`src/rtl/fetch_unit.sv`:
```
// Instruction fetch stage: pipelined Avalon-MM word reads into a small FIFO toward decode.
// Optional perf counters are enabled with `define FETCH_PERF_COUNTERS_EN.
//
// state         | meaning
// RUN           | issue reads while FIFO + in-flight room remains
// WAIT_REDIRECT | PC write seen or flushed; no new reads until redirect_valid
module fetch_unit #(
  parameter logic [31:0] RESET_PC        = 32'h0000_0000,
  parameter int          FIFO_DEPTH      = 4,
  parameter int          MAX_OUTSTANDING = 4
) (
  input  logic        clock,
  input  logic        reset_n,
  output logic [31:0] imem_address,
  output logic        imem_read,
  input  logic        imem_waitrequest,
  input  logic        imem_readdatavalid,
  input  logic [31:0] imem_readdata,
  input  logic        hold,
  output logic        out_valid,
  output logic [31:0] out_pc,
  output logic [31:0] out_instruction,
  input  logic        is_pc_changing,
  input  logic        early_flush,
  input  logic        redirect_valid,
  input  logic [31:0] redirect_pc
`ifdef FETCH_PERF_COUNTERS_EN
  ,
  output logic [31:0] perf_fetched,
  output logic [31:0] perf_discarded,
  output logic [31:0] perf_stall_cycles
`endif
);

  localparam int PW = $clog2(FIFO_DEPTH);
  localparam int CW = $clog2(FIFO_DEPTH + 1);
  localparam logic [CW:0]   DEPTH_C = (CW + 1)'(FIFO_DEPTH);
  localparam logic [CW-1:0] MAXO_C  = CW'(MAX_OUTSTANDING);

  typedef enum logic {RUN = 1'b0, WAIT_REDIRECT = 1'b1} state_t;

  state_t          state, state_n;
  logic [31:0]     fetch_pc, fetch_pc_n, ret_pc, ret_pc_n, addr_hold;
  logic            pending, stale, stale_n;
  logic [CW-1:0]   outstanding, outstanding_n, discard, discard_n, count, count_n;
  logic [PW-1:0]   wr_ptr, wr_ptr_n, rd_ptr, rd_ptr_n;
  logic [31:0]     fifo_pc  [FIFO_DEPTH];
  logic [31:0]     fifo_ins [FIFO_DEPTH];
  logic            room, accept, push, pop, flush;

  // A request stalled by waitrequest stays on the bus even across a flush; it is then stale.
  assign room         = (({1'b0, outstanding} + {1'b0, count}) < DEPTH_C) && (outstanding < MAXO_C);
  assign imem_read    = reset_n && (pending || (state == RUN && room));
  assign imem_address = pending ? addr_hold : fetch_pc;
  assign accept       = imem_read && !imem_waitrequest;

  assign out_valid       = (count != '0);
  assign out_pc          = fifo_pc[rd_ptr];
  assign out_instruction = fifo_ins[rd_ptr];
  assign pop             = out_valid && !hold;

  assign flush = early_flush || (state == RUN && (redirect_valid || is_pc_changing));
  assign push  = imem_readdatavalid && (discard == '0) && !flush;

  always_comb begin
    state_n       = state;
    fetch_pc_n    = fetch_pc;
    ret_pc_n      = ret_pc;
    stale_n       = stale && !accept;
    outstanding_n = outstanding + CW'(accept) - CW'(imem_readdatavalid);
    discard_n     = discard - CW'(imem_readdatavalid && (discard != '0)) + CW'(accept && stale);
    count_n       = count + CW'(push) - CW'(pop);
    wr_ptr_n      = push ? wr_ptr + PW'(1) : wr_ptr;
    rd_ptr_n      = pop ? rd_ptr + PW'(1) : rd_ptr;

    if (accept && !stale)
      fetch_pc_n = fetch_pc + 32'd4;
    if (push)
      ret_pc_n = ret_pc + 32'd4;

    // Everything in flight after this cycle belongs to the abandoned stream.
    if (flush) begin
      state_n   = WAIT_REDIRECT;
      discard_n = outstanding_n;
      count_n   = '0;
      wr_ptr_n  = '0;
      rd_ptr_n  = '0;
      if (imem_read && !accept)
        stale_n = 1'b1;
    end

    if (redirect_valid) begin
      state_n    = RUN;
      fetch_pc_n = redirect_pc & 32'hFFFF_FFFC;
      ret_pc_n   = redirect_pc & 32'hFFFF_FFFC;
    end
  end

  always_ff @(posedge clock or negedge reset_n) begin
    if (!reset_n) state <= RUN;
    else          state <= state_n;
  end

  always_ff @(posedge clock or negedge reset_n) begin
    if (!reset_n) begin
      fetch_pc    <= RESET_PC;
      ret_pc      <= RESET_PC;
      addr_hold   <= RESET_PC;
      pending     <= 1'b0;
      stale       <= 1'b0;
      outstanding <= '0;
      discard     <= '0;
      count       <= '0;
      wr_ptr      <= '0;
      rd_ptr      <= '0;
      for (int i = 0; i < FIFO_DEPTH; i++) begin
        fifo_pc[i]  <= '0;
        fifo_ins[i] <= '0;
      end
    end else begin
      fetch_pc    <= fetch_pc_n;
      ret_pc      <= ret_pc_n;
      addr_hold   <= imem_address;
      pending     <= imem_read && imem_waitrequest;
      stale       <= stale_n;
      outstanding <= outstanding_n;
      discard     <= discard_n;
      count       <= count_n;
      wr_ptr      <= wr_ptr_n;
      rd_ptr      <= rd_ptr_n;
      if (push) begin
        fifo_pc[wr_ptr]  <= ret_pc;
        fifo_ins[wr_ptr] <= imem_readdata;
      end
    end
  end

`ifdef FETCH_PERF_COUNTERS_EN
  always_ff @(posedge clock or negedge reset_n) begin
    if (!reset_n) begin
      perf_fetched      <= '0;
      perf_discarded    <= '0;
      perf_stall_cycles <= '0;
    end else begin
      if (push)
        perf_fetched <= perf_fetched + 32'd1;
      if (imem_readdatavalid && !push)
        perf_discarded <= perf_discarded + 32'd1;
      if (state == WAIT_REDIRECT)
        perf_stall_cycles <= perf_stall_cycles + 32'd1;
    end
  end
`endif

endmodule

```
`config.mk`:
```
export PLATFORM = sky130hd
export DESIGN_NAME = fetch_unit
export DESIGN_NICKNAME = d
export VERILOG_FILES = /design/src/rtl/fetch_unit.sv
export SDC_FILE = /design/constraint.sdc
export NUM_CORES = 1
export LEC_CHECK = 0
export CORE_MARGIN = 4
export CORE_UTILIZATION = 52
export CTS_BUF_LIST = sky130_fd_sc_hd__clkbuf_8
export DETAILED_ROUTE_END_ITERATION = 8
export GPL_ROUTABILITY_DRIVEN = 0
export PLACE_DENSITY = 0.73
export SLEW_MARGIN = 20
export SYNTH_ARGS = -nofsm -noshare
export SYNTH_HDL_FRONTEND = slang
export SYNTH_SLANG_ARGS = --single-unit
```
`constraint.sdc`:
```
create_clock -name clock -period 3.2 [get_ports clock]
set_input_delay 0.96 -clock clock [delete_from_list [all_inputs] [get_ports clock]]
set_output_delay 0.96 -clock clock [all_outputs]
set_load 0.01 [all_outputs]
```
==> reports/qor.txt, run 1 <==
====================================================================================
Result of the run ..................................................... complete, no violations
HPWL reported at the end of detailed placement ........................     22900 um
Critical Path Fanout Max ..............................................            9
Post-CTS Hold Fix Bufs ................................................            0
Least-Margin Pin Slew .................................................      1.05 ns
Length of the first detailed-routing pass in iterations ...............            4
Post-synth top flop ...................................................      dfrtp_1
Initial antenna violation count .......................................            0
Post-synth EDFFs ......................................................            0
Total Neg Setup Slack .................................................         0 ns
Place WS ..............................................................    -0.203 ns
Die outline area ......................................................    34100 um2
Clock Path Buffers ....................................................            3
Slowest library cell on the worst path ................................       mux4_2
Number of input and output port buffers inserted ......................          165
Gate Count Post-Synth .................................................         1123
Critical Path Max Stage Delay .........................................      0.50 ns
Detailed router's first-iteration violation count .....................          441
Post-synthesis cell area ..............................................    16200 um2
Area inside the core boundary .........................................    30700 um2
Post-route cell area ..................................................    19900 um2
FF+latch count, synth .................................................          356
Die X .................................................................       185 um
RSZ-0062 raised after global routing ..................................         true
Peak supply drop ......................................................     0.335 mV
Area added between synthesis and finish ...............................        22.8%
Distinct cell type count of the synthesized netlist ...................           49
Peak Freq .............................................................      314 MHz
Clock-pin slew on the worst setup and hold paths ......................      0.06 ns
Final hold viol count .................................................            0
Global routing met1 resource utilization ..............................        30.0%
Met2 Track Usage GR ...................................................        33.2%
Io pins ...............................................................          170
TritonCTS clock tree ..................................................          yes
Relative max-transition margin ........................................        29.8%
Number of diodes added for antenna fixing .............................            0
Reg2Reg Setup Slack ...................................................      0.34 ns
Clock insertion delay at the later pin of the skew report .............      0.59 ns
Min-delay worst type .................................................. input port to async pin
Sequential cell area fraction in the yosys report .....................        54.9%
Launch point of the critical path .....................................    rd_ptr[0]
Number of rows in the core area .......................................           64
Total Nets Final ......................................................         1421
Critical path class ................................................... register to primary output
GR Util met3 ..........................................................        3.73%
Layout cell share with drive strength beyond 1 ........................        39.1%
CP endpoint kind ...................................................... primary output
Vias/cell .............................................................         5.65
Number of warning messages in the yosys log ...........................            0
Layer with the highest usage ..........................................         met2
WL/cell ...............................................................      19.9 um
Number of failing setup endpoints in the final timing report ..........            0
Period minus WS final .................................................      3.18 ns
Worst clock skew on the final layout ..................................    0.0151 ns
CTS H-tree depth ......................................................            2
Count of max-cap constraint violations ................................            0
Pin count of the biggest net entering global routing ..................          189
Wire length of the first global-routing pass ..........................     57000 um
Cells traversed along the worst timing path ........................... buf_8 -> mux4_2 -> clkdlybuf4s50_1
Fillers ...............................................................         2312
Routed Wire Length ....................................................     35200 um
Overall track demand over capacity in global routing ..................        20.8%
Clk Tree Root Cell ....................................................     clkbuf_8
Worst EP required .....................................................      2.24 ns
Share of the cycle needed by the critical path after routing ..........        99.5%
Kind of start point of the critical path ..............................     register
Vias in the first global route ........................................        10700
Most common library cell in the layout ignoring fill and taps .........      dfrtp_1
Post-Route Utilization ................................................        65.0%
Overall power of the completed layout .................................      12.3 mW
Total clock buffers created by CTS ....................................           58
Worst Path Arrival ....................................................      2.22 ns
Proportion of synthesized flip-flops having asynchronous set or reset .         100%
Per-instance average area after synthesis .............................     14.5 um2
Total power per unit cell area ........................................   615 nW/um2
Standard cell area after detailed placement ...........................    18600 um2
Startpoint of the worst register-to-register path ..................... outstanding[1]
Via count .............................................................        10000
Pleak .................................................................      9.28 nW
Clock sink count ......................................................          356
Detail Route Antenna Nets .............................................            0
Number of slew-limit violations in the final report ...................            0
Worst setup slack after layout ........................................    0.0159 ns
Total global routing overflow .........................................            0
Starting density of the core ..........................................        52.9%
Count of unresolved DRC violations after routing ......................            0
Die Span Y ............................................................       185 um
Most frequent cells in the layout ..................................... dfrtp_1, mux2_2, clkdlybuf4s50_1
====================================================================================
-- synth_stat cells (3+ instances only) --
cell type	count	area, um2
dfrtp_1	356	8910
mux2_2	310	3490
mux4_2	62	1400
clkbuf_1	35	131
nand2_1	35	131
buf_2	32	160
xnor2_1	28	245
xor2_1	27	236
nand3_1	26	130
inv_1	23	86.3
nor2_1	23	86.3
nand4_1	15	93.8
nor3_1	15	75.1
ha_1	14	175
nor4_1	14	87.6
o21ai_0	12	60.1
and4_1	11	96.3
and3_1	9	56.3
a21oi_1	7	35.0
a31oi_1	7	43.8
o31a_1	7	61.3
and2_1	5	31.3
or3_1	5	31.3
buf_1	4	15.0
nand2b_1	4	25.0
a21boi_0	3	22.5
buf_4	3	22.5
fa_1	3	60.1
mux2i_1	3	30.0
or4_1	3	22.5
-- flip-flops by register name, indices dropped and copies added (netlist names), 2 cells and up --
name and count:
count 3, fifo_ins 128, fetch_pc 30, rd_ptr 2, ret_pc 30, discard 3
addr_hold 32, fifo_pc 120, wr_ptr 2, outstanding 3
-- final timing paths --
kind	to	cells after the start
min	fifo_ins[122]	2
max	out_pc[24]	3
max reg2reg	discard[2]	14
min in group clock	fifo_pc[94]	2
min reg2reg	fifo_pc[94]	2
max in group asynchronous	fifo_ins[97]	3
-- critical path, delay by kind of cell (launching register included) --
family,cells,cell delay [ns]
multiplexers,1,0.50
buffers and inverters,2,0.67
flip-flops,1,0.47
-- cell families after synthesis --
logic type / after synthesis / share of synthesized area, %
other: 1 / 0.0231
buffers and inverters: 98 / 2.58
AND/OR/NAND/NOR: 176 / 6.05
AO/OA/AOI/OAI: 45 / 1.79
adder cells (fa/ha/maj): 17 / 1.45
multiplexers: 375 / 30.3
flip-flops: 356 / 54.9
XOR/XNOR: 55 / 2.97
-- timing repair --
action                     CTS  global route
resized for setup           97            28
setup endpoints to repair   91            70
pin swaps                    0             2
cloned                       1             3
setup buffers               10             2
-- power breakdown --
group	leakage (nW)	switching [mW]	total, mW	internal, mW
Clock	0.695	1.74	3.95	2.21
Combinational	3.93	1.16	2.78	1.61
Sequential	4.65	0.419	5.54	5.12
Total	9.28	3.32	12.3	8.94
-- through the flow --
step                      hold slack (ns)  instances
after CTS                           0.455       1767
after global placement              0.460       1653
after floorplan                     0.445       1124
final                               0.467       1771
after detailed placement            0.469       1653
after global routing                0.480       1771
-- layout make-up --
type / instances / area (um2) / share of cell area (%)
multi-input cells: 670 / 6940 / 34.8
clock inverters: 26 / 129 / 0.647
well taps: 396 / 495 / 2.49
inverters: 24 / 90.1 / 0.452
clock buffers: 77 / 1060 / 5.32
repair buffers: 222 / 2310 / 11.6
flip-flops and latches: 356 / 8920 / 44.7
-- routing by layer --
layer	routed length [um]	vias up
li1	-	4544
met3	1800	41
met1	16200	5188
met2	16700	235
met4	577	0
met5	0	-
Power figures use the tool's default switching activity.
==> inputs of run 2 (changes only) <==
Settings changed: SLEW_MARGIN 20 to 10.
==> results of run 2 <==
Same layout as run 1: the final DEF is identical, and so are final timing and power.
